[src/rtl/ram_arbiter_pkg.sv]
// ram_arbiter_pkg: shared state and port encodings for the upram arbiter
package ram_arbiter_pkg;
  typedef enum logic {ARB, LOCKED} arb_state_t;
  typedef enum logic {PORT_CPU, PORT_HOST} port_t;
endpackage

[src/rtl/ram_arbiter_if.sv]
// ram_arbiter_if: CPU, host and upram signals bundled for the arbiter
interface ram_arbiter_if #(parameter int ADDR_W = 8, parameter int DATA_W = 8);
  logic              cpu_req, cpu_we, cpu_gnt, cpu_rvalid, cpu_stall;
  logic [ADDR_W-1:0] cpu_addr;
  logic [DATA_W-1:0] cpu_wdata;
  logic              host_req, host_we, host_lock, host_gnt, host_rvalid, lock_err;
  logic [ADDR_W-1:0] host_addr;
  logic [DATA_W-1:0] host_wdata;
  logic [DATA_W-1:0] rdata, ram_data, ram_q;
  logic [ADDR_W-1:0] ram_address;
  logic              ram_wren;
  modport slave (
    input  cpu_req, cpu_we, cpu_addr, cpu_wdata,
    input  host_req, host_we, host_lock, host_addr, host_wdata, ram_q,
    output cpu_gnt, cpu_rvalid, cpu_stall, host_gnt, host_rvalid, lock_err,
    output rdata, ram_address, ram_data, ram_wren
  );
  modport master (
    output cpu_req, cpu_we, cpu_addr, cpu_wdata,
    output host_req, host_we, host_lock, host_addr, host_wdata, ram_q,
    input  cpu_gnt, cpu_rvalid, cpu_stall, host_gnt, host_rvalid, lock_err,
    input  rdata, ram_address, ram_data, ram_wren
  );
endinterface

[src/rtl/ram_arbiter.sv]
// ram_arbiter: round-robin sharing of upram between CPU and host loader,
// with a host lock mode bounded by LOCK_MAX cycles.
module ram_arbiter
  import ram_arbiter_pkg::*;
#(
  parameter int ADDR_W   = 8,
  parameter int DATA_W   = 8,
  parameter int LOCK_MAX = 64
) (
  input  logic         clk,
  input  logic         reset,
  ram_arbiter_if.slave bus
);
  localparam int CW = $clog2(LOCK_MAX);
  arb_state_t    state, state_n;
  port_t         rr_last, rr_n;
  logic [CW-1:0] lock_cnt, cnt_n;
  logic          lock_blk, blk_n, lock_err, rv_cpu, rv_host;
  logic          cpu_gnt, host_gnt, timeout;
  always_comb begin
    cpu_gnt  = state == ARB && bus.cpu_req && (!bus.host_req || rr_last == PORT_HOST);
    host_gnt = bus.host_req && (state == LOCKED || !bus.cpu_req || rr_last == PORT_CPU);
    timeout  = state == LOCKED && bus.host_lock && lock_cnt == CW'(LOCK_MAX - 1);
    state_n  = state == ARB ? ((host_gnt && bus.host_lock && !lock_blk) ? LOCKED : ARB)
                            : ((!bus.host_lock || timeout) ? ARB : LOCKED);
    rr_n     = (timeout || host_gnt) ? PORT_HOST : cpu_gnt ? PORT_CPU : rr_last;
    cnt_n    = state == LOCKED ? lock_cnt + CW'(1) : '0;
    blk_n    = timeout || (lock_blk && bus.host_lock);
  end
  always_ff @(posedge clk or posedge reset) begin
    if (reset) begin
      state    <= ARB;
      rr_last  <= PORT_HOST;
      lock_cnt <= '0;
      lock_blk <= 1'b0;
      lock_err <= 1'b0;
      rv_cpu   <= 1'b0;
      rv_host  <= 1'b0;
    end else begin
      state    <= state_n;
      rr_last  <= rr_n;
      lock_cnt <= cnt_n;
      lock_blk <= blk_n;
      lock_err <= lock_err || timeout;
      rv_cpu   <= cpu_gnt && !bus.cpu_we;
      rv_host  <= host_gnt && !bus.host_we;
    end
  end
  assign bus.cpu_gnt     = cpu_gnt;
  assign bus.host_gnt    = host_gnt;
  assign bus.cpu_stall   = bus.cpu_req && !cpu_gnt;
  assign bus.cpu_rvalid  = rv_cpu;
  assign bus.host_rvalid = rv_host;
  assign bus.lock_err    = lock_err;
  assign bus.rdata       = bus.ram_q;
  assign bus.ram_wren    = (cpu_gnt && bus.cpu_we) || (host_gnt && bus.host_we);
  assign bus.ram_address = cpu_gnt ? bus.cpu_addr : host_gnt ? bus.host_addr : {ADDR_W{1'b0}};
  assign bus.ram_data    = cpu_gnt ? bus.cpu_wdata : host_gnt ? bus.host_wdata : {DATA_W{1'b0}};
endmodule

[src/flat_wrapper.sv]
// flat-port wrapper written by rule: the top's interface ports become plain ports
module ram_arbiter_flat import ram_arbiter_pkg::*;
#(
  parameter int ADDR_W   = 8,
  parameter int DATA_W   = 8,
  parameter int LOCK_MAX = 64
)
  (clk, reset, bus_cpu_req, bus_cpu_we, bus_cpu_addr, bus_cpu_wdata, bus_host_req, bus_host_we, bus_host_lock, bus_host_addr, bus_host_wdata, bus_ram_q, bus_cpu_gnt, bus_cpu_rvalid, bus_cpu_stall, bus_host_gnt, bus_host_rvalid, bus_lock_err, bus_rdata, bus_ram_address, bus_ram_data, bus_ram_wren);
  ram_arbiter_if #(.ADDR_W(ADDR_W), .DATA_W(DATA_W)) bus_i ();
  input  logic clk;
  input  logic reset;
  input wire logic [$bits(bus_i.cpu_req)-1:0] bus_cpu_req;
  input wire logic [$bits(bus_i.cpu_we)-1:0] bus_cpu_we;
  input wire logic [$bits(bus_i.cpu_addr)-1:0] bus_cpu_addr;
  input wire logic [$bits(bus_i.cpu_wdata)-1:0] bus_cpu_wdata;
  input wire logic [$bits(bus_i.host_req)-1:0] bus_host_req;
  input wire logic [$bits(bus_i.host_we)-1:0] bus_host_we;
  input wire logic [$bits(bus_i.host_lock)-1:0] bus_host_lock;
  input wire logic [$bits(bus_i.host_addr)-1:0] bus_host_addr;
  input wire logic [$bits(bus_i.host_wdata)-1:0] bus_host_wdata;
  input wire logic [$bits(bus_i.ram_q)-1:0] bus_ram_q;
  output wire logic [$bits(bus_i.cpu_gnt)-1:0] bus_cpu_gnt;
  output wire logic [$bits(bus_i.cpu_rvalid)-1:0] bus_cpu_rvalid;
  output wire logic [$bits(bus_i.cpu_stall)-1:0] bus_cpu_stall;
  output wire logic [$bits(bus_i.host_gnt)-1:0] bus_host_gnt;
  output wire logic [$bits(bus_i.host_rvalid)-1:0] bus_host_rvalid;
  output wire logic [$bits(bus_i.lock_err)-1:0] bus_lock_err;
  output wire logic [$bits(bus_i.rdata)-1:0] bus_rdata;
  output wire logic [$bits(bus_i.ram_address)-1:0] bus_ram_address;
  output wire logic [$bits(bus_i.ram_data)-1:0] bus_ram_data;
  output wire logic [$bits(bus_i.ram_wren)-1:0] bus_ram_wren;
  assign bus_i.cpu_req = bus_cpu_req;
  assign bus_i.cpu_we = bus_cpu_we;
  assign bus_i.cpu_addr = bus_cpu_addr;
  assign bus_i.cpu_wdata = bus_cpu_wdata;
  assign bus_i.host_req = bus_host_req;
  assign bus_i.host_we = bus_host_we;
  assign bus_i.host_lock = bus_host_lock;
  assign bus_i.host_addr = bus_host_addr;
  assign bus_i.host_wdata = bus_host_wdata;
  assign bus_i.ram_q = bus_ram_q;
  assign bus_cpu_gnt = bus_i.cpu_gnt;
  assign bus_cpu_rvalid = bus_i.cpu_rvalid;
  assign bus_cpu_stall = bus_i.cpu_stall;
  assign bus_host_gnt = bus_i.host_gnt;
  assign bus_host_rvalid = bus_i.host_rvalid;
  assign bus_lock_err = bus_i.lock_err;
  assign bus_rdata = bus_i.rdata;
  assign bus_ram_address = bus_i.ram_address;
  assign bus_ram_data = bus_i.ram_data;
  assign bus_ram_wren = bus_i.ram_wren;
  ram_arbiter #(.ADDR_W(ADDR_W), .DATA_W(DATA_W), .LOCK_MAX(LOCK_MAX)) u_core (.clk(clk), .reset(reset), .bus(bus_i));
endmodule
[config.mk]
export PLATFORM = sky130hd
export DESIGN_NAME = ram_arbiter_flat
export DESIGN_NICKNAME = d
export VERILOG_FILES = /design/src/rtl/ram_arbiter_pkg.sv /design/src/rtl/ram_arbiter_if.sv /design/src/rtl/ram_arbiter.sv /design/src/flat_wrapper.sv
export SDC_FILE = /design/constraint.sdc
export NUM_CORES = 1
export LEC_CHECK = 0
export ABC_AREA = 1
export CORE_UTILIZATION = 27
export DETAILED_ROUTE_END_ITERATION = 10
export HOLD_SLACK_MARGIN = 0.08
export PLACE_DENSITY = 0.76
export SYNTH_ARGS = -nofsm -noshare
export SYNTH_HDL_FRONTEND = slang
export SYNTH_SLANG_ARGS = --single-unit
[constraint.sdc]
create_clock -name clk -period 1.4 [get_ports clk]
set_input_delay 0.35 -clock clk [delete_from_list [all_inputs] [get_ports clk]]
set_output_delay 0.35 -clock clk [all_outputs]
set_load 0.02 [all_outputs]
# After elaboration in Yosys (flattened, before gate mapping)
# Cells that the tools add are included.
# op_classes
n_bitwise	2
n_reduce_logical	29
addsub	1
n_eq_ne	1
muxes	10
# ops
cell	n
$mux 8	4
$logic_and 1x1->1	13
$logic_or 1x1->1	8
$logic_not 1->1	7
$add 6x1->6 const B	1
$eq 6x6->1 const B	1
$mux 6	1
$mux 1	5
$not 1->1	2
$reduce_bool 2->1	1
# totals
wordCells	50
ff_bits	12
inputBits	47
output_inout_bits	31

# Logic depth before layout (Yosys ltp)
# depth
depth_word	8
ltp_mapped	7
depth_no_buf	7

# Worst setup path after synthesis
# OpenSTA, ideal clock, no wires.
# synth_path
path_kind	reg-to-output
start	reg u_core.state
end	out bus_ram_data[0]
arrival_time_ps	1169
required_time_ps	1050
stages_incl_launch_ff	7
path_slack_ps	-119
path_buffers	1
path_cell_list	dfrtp_1 > inv_2 > nand2_4 > nor2_4 > buf_4 > nand2_1 > nand2_1
# synth_rtl
item	line	source
from (decl)	ram_arbiter.sv:15	arb_state_t state, state_n;
from (signal assigned)	ram_arbiter.sv:40	state <= state_n;
$not 1->1	--	
$logic_and 1x1->1 (2 in a row)	ram_arbiter.sv:21	cpu_gnt = state == ARB && bus.cpu_req && (!bus.host_req || rr_last == PORT_HOST);
via bus_cpu_gnt	flat_wrapper.sv:22	output wire logic [$bits(bus_i.cpu_gnt)-1:0] bus_cpu_gnt;
$mux 8	ram_arbiter.sv:58	assign bus.ram_data = cpu_gnt ? bus.cpu_wdata : host_gnt ? bus.host_wdata : {DATA_W{1'b0}};
to (decl)	flat_wrapper.sv:30	output wire logic [$bits(bus_i.ram_data)-1:0] bus_ram_data;
# The timed path passes the listed nets, and every way through them passes these cells.

# Worst setup path after layout
# layout_path
start	reg u_core.rr_last
end	out bus_ram_address[5]
# layout_via
elab_chain_cells	5
# layout_lines
item	line	source
from (decl)	ram_arbiter.sv:16	port_t rr_last, rr_n;
from (signal assigned)	ram_arbiter.sv:41	rr_last <= rr_n;
$not 1->1	ram_arbiter.sv:22	host_gnt = bus.host_req && (state == LOCKED || !bus.cpu_req || rr_last == PORT_CPU);
$logic_or 1x1->1	ram_arbiter.sv:22	
$logic_and 1x1->1	ram_arbiter.sv:22	
$mux 8	ram_arbiter.sv:57	assign bus.ram_address = cpu_gnt ? bus.cpu_addr : host_gnt ? bus.host_addr : {ADDR_W{1'b0}};
$mux 8 (*)	ram_arbiter.sv:57	
to (decl)	flat_wrapper.sv:29	output wire logic [$bits(bus_i.ram_address)-1:0] bus_ram_address;
# Every way passes the cells marked *; elsewhere a longest branch is shown, timed or not.

==> flow_summary.toml <==
[run_status]
status = "finished with violations"
violations = "DRC, setup timing"

[die]
io_pins = 78
die_x_um = 57.4
dieArea_um2 = 3290
die_h_um = 57.4
initial_utilization = 0.293
coreArea_um2 = 2830
std_cell_rows = 19

[finish]
final_cell_count_no_fill = 228
nFillCells = 273
drive_above_1_share = 0.396
area_growth_pct = 102
seq_area_um2 = 302
multi_input_area_um2 = 520
diodes = 0
fin_nets = 246
fin_area_um2 = 1670

[placement]
gp_congestion = 0.811
pre_cts_slack_ns = -1.19
dpl.hpwl_um = 2120
place_area_um2 = 1520
numPortBuffers = 61
place_inst = 217

[worst_setup_path]
crit_buf_inv = 3
crit_family = "flip-flops"
crit_type = "reg2out"
cp.arrival_ns = 1.57
r2r-start = "u_core.rr_last"
critical-path-slowest-cell = "dfstp_2"
worstPathRequired_ns = 1.05
r2r_setup_slack_ns = 0.14
crit_chain = "nor2_4 -> nor2_4 -> buf_8 -> nor2_4 -> buf_6 -> nand2_2 -> nand2_2 -> buf_6"
slowest_delay_ns = 0.57
critical_path.max_fanout = 7
worstReg2RegEnd = "u_core.state"
crit_path_end_kind = "primary output"
cp-start-kind = "flop"
r2r_cells = 7
cp_common_cell = "nor2_4"

[power]
leakagePower_nw = 0.842
ir_drop_mv = 0.590
powerDensity_nw_per_um2 = 807

[synthesis]
yosys.cell_types.count = 18
netlist_instances = 125
syn_area_per_cell_um2 = 6.63
synth_simple_gate_area_frac = 0.441
synth_fa_ha_area_frac = 0.0151
synth_top_family_by_area = "simple AND/OR/NAND/NOR gates"
synth-xor-area-share = 0.0106
ys_warn_count = 0
synth_nets = 173
yosysSeqAreaShare = 0.364
synth_compound_area_frac = 0.0242
synthesis.area_um2 = 828
synth_mux_area_frac = 0
ys_ff_latch = 12

[timing]
timing.final.crit_share = 1.37
clock.fmax_mhz = 521
period_minus_slack_ns = 1.92
finalHoldViolations = 0
worstMarginPinSlew_ns = 0.442
finalWorstSetupSlack_ns = -0.520
finalSetupViolCount = 20
relSlewSlack = 0.705
rsz0062_at_grt = "true"
finClkSkew_ns = 0.00118
slew_viol_final = 0

[global_route]
track_usage = 0.190
antenna_found_initial = 0
grt_pass1_vias = 1064
grt_overflow = 0
grt_pass1_wl_um = 4890
grt_max_degree = 13

[clock_network]
clock-sinks = 12
clk_latency_ns = 0.26
htree_levels = 1
clkSlewWorstSetupHoldPaths_ns = 0.07
cts_root_buf = "clkbuf_4"
cts_tree = "built"
cts_made_buffers = 3
cts_buffer_depth = 2

[detailed_routing]
drt_iter0_markers = 35
vias = 1025
dr.pass1.iters = 7
drt-total-wl_um = 3000
antenna_left = 0
vias_per_cell = 4.50
drc = 7
drt-wirelength-per-cell_um = 13.2

[worst_hold_path]
hold_class = "in2async"

[job]
cap_viol_max_count = 0
-- stage by stage --
stage | power, mW | TNS [ns] | hold WS (ns) | utilization
floorplan | 0.737 | -0.933 | 0.214 | -
global placement | 1.02 | -22.30 | 0.451 | 0.536
detailed placement | 1.04 | -23.07 | 0.466 | 0.536
CTS | 1.37 | -8.21 | 0.399 | 0.594
global route | 1.43 | -9.66 | 0.418 | 0.591
finish | 1.35 | -8.32 | 0.389 | 0.591
-- where the power goes --
part,internal (mW),switching [mW],total (mW)
Sequential,0.377,0.0226,0.399
Clock,0.110,0.106,0.216
Combinational,0.375,0.359,0.734
Total,0.861,0.488,1.35
-- metal layers --
metal / wire, um / up-vias / track usage
met4: 47 / 0 / 0.0488
met1: 1060 / 464 / 0.207
met3: 244 / 6 / 0.0544
met2: 1650 / 43 / 0.357
met5: 0 / - / 0
li1: - / 512 / -
-- state kept, by name (all words and copies together) (netlist names) --
name and flops:
u_core.rr_last 1, u_core.state 1, u_core.bus.lock_err 1, u_core.lock_cnt 6
u_core.lock_blk 1, u_core.bus.host_rvalid 1, u_core.bus.cpu_rvalid 1
-- layout make-up --
type | count | share of cell area
Multi-Input combinational cell | 96 | 0.311
Sequential cell | 12 | 0.180
Clock buffer | 4 | 0.0157
Tap cell | 31 | 0.0232
Timing Repair Buffer | 76 | 0.449
Inverter | 9 | 0.0202
-- Yosys cell counts (all sizes together) --
library cell	n	area (um^2)
nor2	13	75.1
dfrtp	11	275
buf	11	86.3
nand2	70	270
a21oi	2	10.0
o21ai	2	10.0
dfstp	1	26.3
nor3	2	10.0
inv	9	33.8
xor2	1	8.76
ha	1	12.5
nand3	2	10.0
-- worst max-delay path by stage --
stage	from	endpoint	cells after the start
finish	u_core.rr_last	bus_ram_address[5]	8
detailed placement	bus_host_req	bus_ram_data[2]	9
global placement	bus_host_req	bus_ram_data[2]	9
global route	u_core.rr_last	bus_ram_address[5]	8
CTS	u_core.rr_last	bus_ram_address[1]	8
floorplan	u_core.state	bus_ram_address[5]	7
-- layout by cell type (no fill, tap or decap) --
| master | n |
|---|---|
| a21oi_1 | 2 |
| buf_2 | 1 |
| buf_4 | 12 |
| buf_6 | 20 |
| buf_8 | 1 |
| clkbuf_1 | 1 |
| clkbuf_4 | 3 |
| clkdlybuf4s15_2 | 1 |
| clkdlybuf4s50_1 | 36 |
| dfrtp_1 | 11 |
| dfstp_2 | 1 |
| dlygate4sd2_1 | 5 |
| ha_1 | 1 |
| inv_1 | 7 |
| inv_2 | 2 |
| nand2_1 | 39 |
| nand2_2 | 30 |
| nand2_4 | 1 |
| nand3_1 | 2 |
| nor2_1 | 10 |
| nor2_4 | 5 |
| nor2_8 | 1 |
| nor3_1 | 2 |
| o21ai_0 | 2 |
| xor2_1 | 1 |
-- what timing repair did --
item	CTS	global route
buffers inserted	9	2
endpoints found under the setup margin	24	21
cloned	3	0
pin swaps	11	7
resized for setup	136	6
endpoints found under the hold margin	0	0
hold buffers	0	0
-- cells by family after synthesis --
group | Yosys count
AND/OR/NAND/NOR | 87
buffers and inverters | 20
flip-flops | 12
AO/OA/AOI/OAI | 4
XOR/XNOR | 1
adder cells (fa/ha/maj) | 1
No activity file was read; power rests on OpenSTA's default activity.
